==> config.mk <==
export PLATFORM = sky130hd
export DESIGN_NAME = led_pattern_gen
export DESIGN_NICKNAME = d
export VERILOG_FILES = /design/src/rtl/pif_led_pkg.sv /design/src/rtl/led_pwm.sv /design/src/rtl/led_pattern_gen.sv
export SDC_FILE = /design/constraint.sdc
export NUM_CORES = 1
export LEC_CHECK = 0
export CAP_MARGIN = 10
export CORE_MARGIN = 2
export CORE_UTILIZATION = 57
export CTS_CLUSTER_DIAMETER = 120
export DETAILED_ROUTE_END_ITERATION = 10
export PLACE_DENSITY = 0.85
export SETUP_SLACK_MARGIN = 0.3
export SYNTH_ARGS = -nofsm -noshare
export SYNTH_HDL_FRONTEND = slang
export SYNTH_SLANG_ARGS = --single-unit
==> constraint.sdc <==
create_clock -name xclk -period 2.4 [get_ports xclk]
set_input_delay 0.48 -clock xclk [delete_from_list [all_inputs] [get_ports xclk]]
set_output_delay 0.48 -clock xclk [all_outputs]
set_load 0.01 [all_outputs]
==> src/rtl/pif_led_pkg.sv <==
// Shared LED pattern definitions.
// Used by the control logic (which encodes requests) and by led_pattern_gen
// (which decodes them into red/green drive levels).
package pif_led_pkg;

    localparam logic [2:0] LED_OFF         = 3'd0;
    localparam logic [2:0] LED_ALTERNATING = 3'd1;
    localparam logic [2:0] LED_SYNC        = 3'd2;
    localparam logic [2:0] LED_RED         = 3'd3;
    localparam logic [2:0] LED_GREEN       = 3'd4;
    localparam logic [2:0] LED_BOTH        = 3'd5;

    // Returns {red, green} before brightness gating.
    // Codes 6 and 7 are reserved and fall through to off.
    function automatic logic [1:0] led_pattern(input logic [2:0] mode, input logic ph);
        logic [1:0] rg;
        rg = 2'b00;
        case (mode)
            LED_ALTERNATING: rg = {ph, ~ph};
            LED_SYNC:        rg = {ph, ph};
            LED_RED:         rg = 2'b10;
            LED_GREEN:       rg = 2'b01;
            LED_BOTH:        rg = 2'b11;
            default:         rg = 2'b00;
        endcase
        return rg;
    endfunction

endpackage

==> src/rtl/led_pwm.sv <==
// Free-running PWM counter and brightness comparator, shared by both LED colours.
// Ports:
//   clk    - clock, rising edge
//   rst_n  - asynchronous active-low reset
//   duty   - brightness; 0 = always off, all-ones = always on
//   pwm_on - combinational on/off gate for the current counter value
module led_pwm #(
    parameter int unsigned PWM_W = 4
) (
    input  logic             clk,
    input  logic             rst_n,
    input  logic [PWM_W-1:0] duty,
    output logic             pwm_on
);

    logic [PWM_W-1:0] cnt_q, cnt_d;

    always_comb begin
        cnt_d  = cnt_q + PWM_W'(1);
        // The compare alone would leave one dark step at full duty.
        pwm_on = (cnt_q < duty) | (&duty);
    end

    always_ff @(posedge clk or negedge rst_n) begin
        if (!rst_n) begin
            cnt_q <= '0;
        end else begin
            cnt_q <= cnt_d;
        end
    end

endmodule

==> src/rtl/led_pattern_gen.sv <==
// Red/green LED driver: blink timing, pattern selection and PWM brightness.
// Mode requests are held pending and only applied on a blink-phase boundary so
// the LEDs never change mid-phase.
// Ports:
//   xclk     - system clock, rising edge
//   GSRn     - global reset, asynchronous, active-low
//   mode_i   - requested pattern code (see pif_led_pkg)
//   duty_i   - requested brightness
//   mode_we  - 1-cycle strobe capturing mode_i/duty_i as pending
//   mode_ack - 1-cycle pulse when a request becomes active
//   phase    - current blink phase
//   ledr     - red LED drive, active-high, registered
//   ledg     - green LED drive, active-high, registered
module led_pattern_gen
    import pif_led_pkg::*;
#(
    parameter int unsigned PRESCALE_W = 22,
    parameter int unsigned PWM_W      = 4
) (
    input  logic             xclk,
    input  logic             GSRn,
    input  logic [2:0]       mode_i,
    input  logic [PWM_W-1:0] duty_i,
    input  logic             mode_we,
    output logic             mode_ack,
    output logic             phase,
    output logic             ledr,
    output logic             ledg
);

    logic [PRESCALE_W-1:0] presc_q, presc_d;
    logic                  phase_q, phase_d;
    logic                  wrap;

    logic [2:0]            pend_mode_q, pend_mode_d;
    logic [PWM_W-1:0]      pend_duty_q, pend_duty_d;
    logic                  pend_vld_q, pend_vld_d;

    logic [2:0]            act_mode_q, act_mode_d;
    logic [PWM_W-1:0]      act_duty_q, act_duty_d;

    logic                  ack_q, ack_d;
    logic                  ledr_q, ledr_d;
    logic                  ledg_q, ledg_d;

    logic                  pwm_on;
    logic [1:0]            rg;

    led_pwm #(
        .PWM_W (PWM_W)
    ) u_pwm (
        .clk    (xclk),
        .rst_n  (GSRn),
        .duty   (act_duty_q),
        .pwm_on (pwm_on)
    );

    always_comb begin
        presc_d     = presc_q + PRESCALE_W'(1);
        wrap        = &presc_q;
        phase_d     = phase_q ^ wrap;

        pend_mode_d = pend_mode_q;
        pend_duty_d = pend_duty_q;
        pend_vld_d  = pend_vld_q;
        act_mode_d  = act_mode_q;
        act_duty_d  = act_duty_q;
        ack_d       = 1'b0;

        if (wrap) begin
            // A strobe on the boundary cycle goes straight to active and
            // supersedes anything already pending.
            if (mode_we) begin
                act_mode_d = mode_i;
                act_duty_d = duty_i;
                pend_vld_d = 1'b0;
                ack_d      = 1'b1;
            end else if (pend_vld_q) begin
                act_mode_d = pend_mode_q;
                act_duty_d = pend_duty_q;
                pend_vld_d = 1'b0;
                ack_d      = 1'b1;
            end
        end else if (mode_we) begin
            // Last write before the boundary wins.
            pend_mode_d = mode_i;
            pend_duty_d = duty_i;
            pend_vld_d  = 1'b1;
        end

        rg     = led_pattern(act_mode_q, phase_q);
        ledr_d = rg[1] & pwm_on;
        ledg_d = rg[0] & pwm_on;
    end

    always_ff @(posedge xclk or negedge GSRn) begin
        if (!GSRn) begin
            presc_q     <= '0;
            phase_q     <= 1'b0;
            pend_mode_q <= LED_OFF;
            pend_duty_q <= '0;
            pend_vld_q  <= 1'b0;
            act_mode_q  <= LED_OFF;
            act_duty_q  <= '1;
            ack_q       <= 1'b0;
            ledr_q      <= 1'b0;
            ledg_q      <= 1'b0;
        end else begin
            presc_q     <= presc_d;
            phase_q     <= phase_d;
            pend_mode_q <= pend_mode_d;
            pend_duty_q <= pend_duty_d;
            pend_vld_q  <= pend_vld_d;
            act_mode_q  <= act_mode_d;
            act_duty_q  <= act_duty_d;
            ack_q       <= ack_d;
            ledr_q      <= ledr_d;
            ledg_q      <= ledg_d;
        end
    end

    assign mode_ack = ack_q;
    assign phase    = phase_q;
    assign ledr     = ledr_q;
    assign ledg     = ledg_q;

endmodule

After elaboration in Yosys (flattened, before gate mapping)

Index checks and enable logic that the tools add are counted.

Add/sub/neg operators: 2
$mul: 0
Divide/modulo/power cells: 0
Magnitude comparators: 1
Equality and inequality tests: 5
Shifts and indexed selects: 0
Mux-type cells: 10
Bitwise gates (word level): 6
Reduce and logical (&&, ||, !) cells: 6

Operator list:

| operator                                            | number |
|---|---|
| AND reduction 23 bit                                | 1 |
| adder 22 x 1 -> 22 bit, second input constant       | 1 |
| AND reduction 22 bit                                | 1 |
| one-hot mux 2 bit (5 select lines)                  | 1 |
| two-way mux 4 bit                                   | 2 |
| equality test 3 x 2 -> 1 bit, second input constant | 2 |
| equality test 3 bit, second input constant          | 2 |
| two-way mux 3 bit                                   | 2 |
| two-way mux 1 bit                                   | 5 |
| adder 4 x 1 -> 4 bit, second input constant         | 1 |
| less-than comparator 4 bit                          | 1 |
| AND reduction 4 bit                                 | 1 |
| nonzero test 2 bit                                  | 2 |
| equality test 3 x 1 -> 1 bit, second input constant | 1 |
| AND 1 bit                                           | 2 |
| inverter 1 bit                                      | 2 |
| AND reduction 2 bit                                 | 1 |
| bitwise OR 1 bit                                    | 1 |
| XOR 1 bit                                           | 1 |

Bits in registers: 45
Latch bits: 0
Memory bits (writable): 0
ROM bits: 0
Bits of input ports: 10
Output and inout port bits: 4
Memories: 0

Longest topological paths before layout

Word-level depth: 3
Depth in mapped cells: 6

By module

Synthesis repeated with hierarchy kept, for this count alone.

Cells, all modules: 165
Area, all modules: 2048.2 sq um

By module, submodules not included:

| module          | times used | cells each | area an instance (sq um) | sequential area each (sq um) |
|---|---|---|---|---|
| led_pattern_gen | 1          | 144        | 1821.7                   | 1031.0 |
| led_pwm         | 1          | 21         | 226.5                    | 100.1 |

Worst setup path before layout

No wires, ideal clock.

Path kind: register to register
From: register presc_q[0]
To: register pend_duty_q[0]
Setup time: 0.125 ns
Data arrival time: 1.860 ns
Required time: 2.275 ns
Path slack: 0.415 ns
Cell stages (with the launch flop): 7
Path buffers: 1
Period minus slack after synthesis: 1.985 ns
Cells stage by stage: dfrtp_1 > ha_1 > nand4_1 > or4_1 > buf_2 > o21ai_4 > mux2_2

Longest elaborated chain between the ends: 3

Ends and longest elaborated chain:

| what                                 | RTL line               | source |
|---|---|---|
| start: declaration                   | led_pattern_gen.sv:31  | `logic [PRESCALE_W-1:0] presc_q, presc_d;` |
| start signal: assignment             | led_pattern_gen.sv:109 | `presc_q <= presc_d;` |
| AND reduction 22 bit                 | led_pattern_gen.sv:60  | `wrap = &presc_q;` |
| inverter 1 bit (no source line)      | --                     |  |
| AND reduction 2 bit (no source line) | --                     |  |
| end signal: assignment               | led_pattern_gen.sv:112 | `pend_duty_q <= pend_duty_d;` |
| end: declaration                     | led_pattern_gen.sv:36  | `logic [PWM_W-1:0] pend_duty_q, pend_duty_d;` |

Every way passes these cells.
A chain may end at the register's enable or synchronous reset.

Worst setup path in the final report

From: register presc_q[0]
To: register pend_duty_q[2]

Same word-level chain as after synthesis.

==> impl_metrics.json <==
{
  "status": "finished, final reports clean",
  "yosys.area_share.simple": 0.143,
  "internal_power_uw": 1060,
  "ys_seq_area_frac": 0.549,
  "fin_crit_ps": 2100,
  "viasPerCell": 5.54,
  "async_flop_share": 1.00,
  "syn_area_sq_um": 2060,
  "drtAntennaViolNets": 0,
  "power_density_nw_per_um2": 553,
  "grt_max_degree": 46,
  "crit_chain": "ha_4 -> nand4_1 -> or4_4 -> o21ai_4 -> buf_6 -> mux2_4",
  "worst_slew_pin_slew_ps": 950,
  "wl_per_cell_microns": 16.3,
  "crit_buf_inv": 1,
  "crit_family": "simple AND/OR/NAND/NOR gates",
  "p_sw_frac": 0.210,
  "yosysUniqueCellTypes": 34,
  "finalMaxSlewViolations": 0,
  "cts_max_level": 2,
  "clockRootBuffer": "clkbuf_4",
  "switching_power_uw": 282,
  "fill_cells": 222,
  "fmax_mhz": 476,
  "syn2layout_area_growth_pct": 17.7,
  "avgSynthCellArea_sq_um": 12.4,
  "path_max_fanout": 5,
  "synth_edf_count": 0,
  "gr-total-overflow": 0,
  "cp_data_arrival_time_ps": 2360,
  "die_h_microns": 64.1,
  "syn_nets": 182,
  "setup_violations": 0,
  "drive_gt1_frac": 0.223,
  "power.leakage_uw": 0.00118,
  "critPathCaptureType": "register",
  "relSlewSlack": 0.367,
  "drtIter0Drc": 85,
  "synth_compound_area_frac": 0.0322,
  "drc": 0,
  "fin_util": 0.710,
  "initial_utilization": 0.603,
  "core_sq_um": 3420,
  "rsz0062_at_grt": "true",
  "ys_warn_count": 0,
  "ys_ff_latch": 45,
  "synth_top_family_by_area": "simple AND/OR/NAND/NOR gates",
  "synthAdderAreaFrac": 0.0365,
  "antenna_found_initial": 0,
  "finalClockSkew_ps": 12.9,
  "rows": 21,
  "fp.dieW_microns": 64.1,
  "period_share": 0.876,
  "nets": 208,
  "criticalPathCategory": "reg2reg",
  "timing.max_cap.violations": 0,
  "vias": 1324,
  "crit_path_start_kind": "register",
  "cts_buffers": 5,
  "gp_congestion": 0.754,
  "p_clk_frac": 0.364,
  "ios": 14,
  "gr-usage-all-layers": 0.213,
  "hpwl_microns": 2550,
  "grt_pass1_vias": 1367,
  "cp_slowest_cell": "or4_4",
  "routed_wl_microns": 3880,
  "crit_path_max_incr_delay_ps": 580,
  "combPwrFrac": 0.056,
  "syn_inst": 166,
  "clock_path_buffers": 2,
  "seq_power_share": 0.580,
  "final.setup.tns_ps": 0,
  "firstDrtPassIters": 4,
  "clkSlewWorstSetupHoldPaths_ps": 130,
  "cts_sinks": 45,
  "holdCritPathClass": "in2async",
  "cts_tree": "built",
  "grt_pass1_wl_microns": 6490,
  "hold_violations": 0,
  "synthFlopType": "dfrtp_1",
  "hold_buffers": 0,
  "diodes": 0,
  "dieArea_sq_um": 4110,
  "synth_mux_area_frac": 0.117,
  "synthXorXnorAreaFrac": 0.0978,
  "cp.required_ps": 2660,
  "irDropWorstVdd_mv": 0.332,
  "port_buffers": 13,
  "clk_latency_ps": 360
}
==> final cells by class <==
| type | instances | area, sq um | area share |
|---|---|---|---|
| inverters | 8 | 30.0 | 0.0124 |
| multi-input cells | 110 | 916 | 0.378 |
| clock buffers | 6 | 51.3 | 0.0212 |
| flip-flops and latches | 45 | 1130 | 0.467 |
| clock inverters | 2 | 37.5 | 0.0155 |
| well taps | 46 | 57.6 | 0.0237 |
| repair buffers | 22 | 200 | 0.0826 |
==> routing by layer <==
layer | up-vias | part of all wire | global-route usage
li1 | 634 | - | -
met1 | 644 | 0.41 | 0.251
met2 | 40 | 0.53 | 0.370
met3 | 6 | 0.045 | 0.0599
met4 | 0 | 0.018 | 0.0798
met5 | - | 0 | 0
==> cell usage after synthesis, drive strengths merged (2+ instances only) <==
| cell | n | area share |
|---|---|---|
| a21oi | 5 | 0.012 |
| and3 | 2 | 0.0061 |
| and4 | 3 | 0.013 |
| buf | 3 | 0.0097 |
| dfrtp | 41 | 0.50 |
| dfstp | 4 | 0.051 |
| ha | 6 | 0.036 |
| inv | 8 | 0.015 |
| mux2 | 11 | 0.064 |
| mux2i | 11 | 0.053 |
| nand2 | 9 | 0.016 |
| nand3 | 10 | 0.024 |
| nand4 | 7 | 0.027 |
| nor2 | 7 | 0.013 |
| nor3 | 2 | 0.0049 |
| nor4 | 2 | 0.013 |
| o21ai | 3 | 0.013 |
| or3b | 2 | 0.0085 |
| xnor2 | 17 | 0.072 |
| xor2 | 6 | 0.026 |
==> cells in the final DEF, fill, tap and decap left out, drive strengths merged, types with 3 or more instances in the layout <==
cell	instances
nand3	10
o21ai	3
nand4	7
a21oi	5
nor2	7
inv	8
mux2	11
xor2	6
clkbuf	6
buf	10
clkdlybuf4s50	12
nand2	9
mux2i	11
dfrtp	41
ha	6
dfstp	4
xnor2	17
and4	3
==> per-stage QoR <==
step	setup WS [ps]	instance area [sq um]	hold WS [ps]	cells	power, uW
4_1_cts	308	2320	273	231	1340
5_1_grt	233	2420	310	239	1410
6_report	298	2420	252	239	1340
3_5_place_dp	207	2230	462	223	854
2_1_floorplan	415	2060	184	166	816
3_3_place_gp	331	2230	453	223	850
==> worst register-to-register path, stage by stage (launching register included) <==
cell	delay, ps
dfrtp_2	440
ha_4	160
nand4_1	160
or4_4	580
o21ai_4	200
buf_6	150
mux2_4	300
==> registers in the layout (all words and copies together), names as in the netlist <==
register / cells
act_duty_q: 4
pend_vld_q: 1
u_pwm.cnt_q: 4
mode_ack: 1
ledg: 1
phase: 1
ledr: 1
pend_duty_q: 4
act_mode_q: 3
pend_mode_q: 3
presc_q: 22
==> what timing repair did <==
action / in CTS / in global routing
pin swaps: 1 / 4
hold endpoints to repair: 0 / 0
endpoints found under the setup margin: 8 / 8
buffers inserted: 0 / 8
gates resized for setup: 2 / 10
gates cloned: 0 / 0
==> final timing paths <==
kind | from | to | slack [ps] | cells past startpoint
worst max-delay path | presc_q[0] | pend_duty_q[2] | 300 | 6
worst min-delay path | GSRn | mode_ack | 250 | 1
worst max register to register | presc_q[0] | pend_duty_q[2] | 300 | 6
worst min register to register | presc_q[19] | presc_q[19] | 480 | 1
max in group asynchronous | GSRn | presc_q[0] | 1510 | 1
min in group xclk | presc_q[19] | presc_q[19] | 480 | 1
==> kinds of logic (layout without fill, tap and decap cells) <==
family | count (synthesis) | count (layout)
simple gates | 49 | 49
flops | 45 | 45
xor+xnor | 23 | 23
mux | 22 | 22
buf+inv | 11 | 38
compound gates | 10 | 10
fa+ha+maj | 6 | 6
==> power by group through the flow <==
stage / clock, uW / sequential (uW) / combinational (uW)
6_report: 489 / 778 / 75.4
5_1_grt: 543 / 780 / 82.9
4_1_cts: 496 / 776 / 65.0
3_5_place_dp: 0 / 790 / 63.6
3_3_place_gp: 0 / 789 / 60.4
2_1_floorplan: 0 / 788 / 28.1
Power figures use the tool's default switching activity.
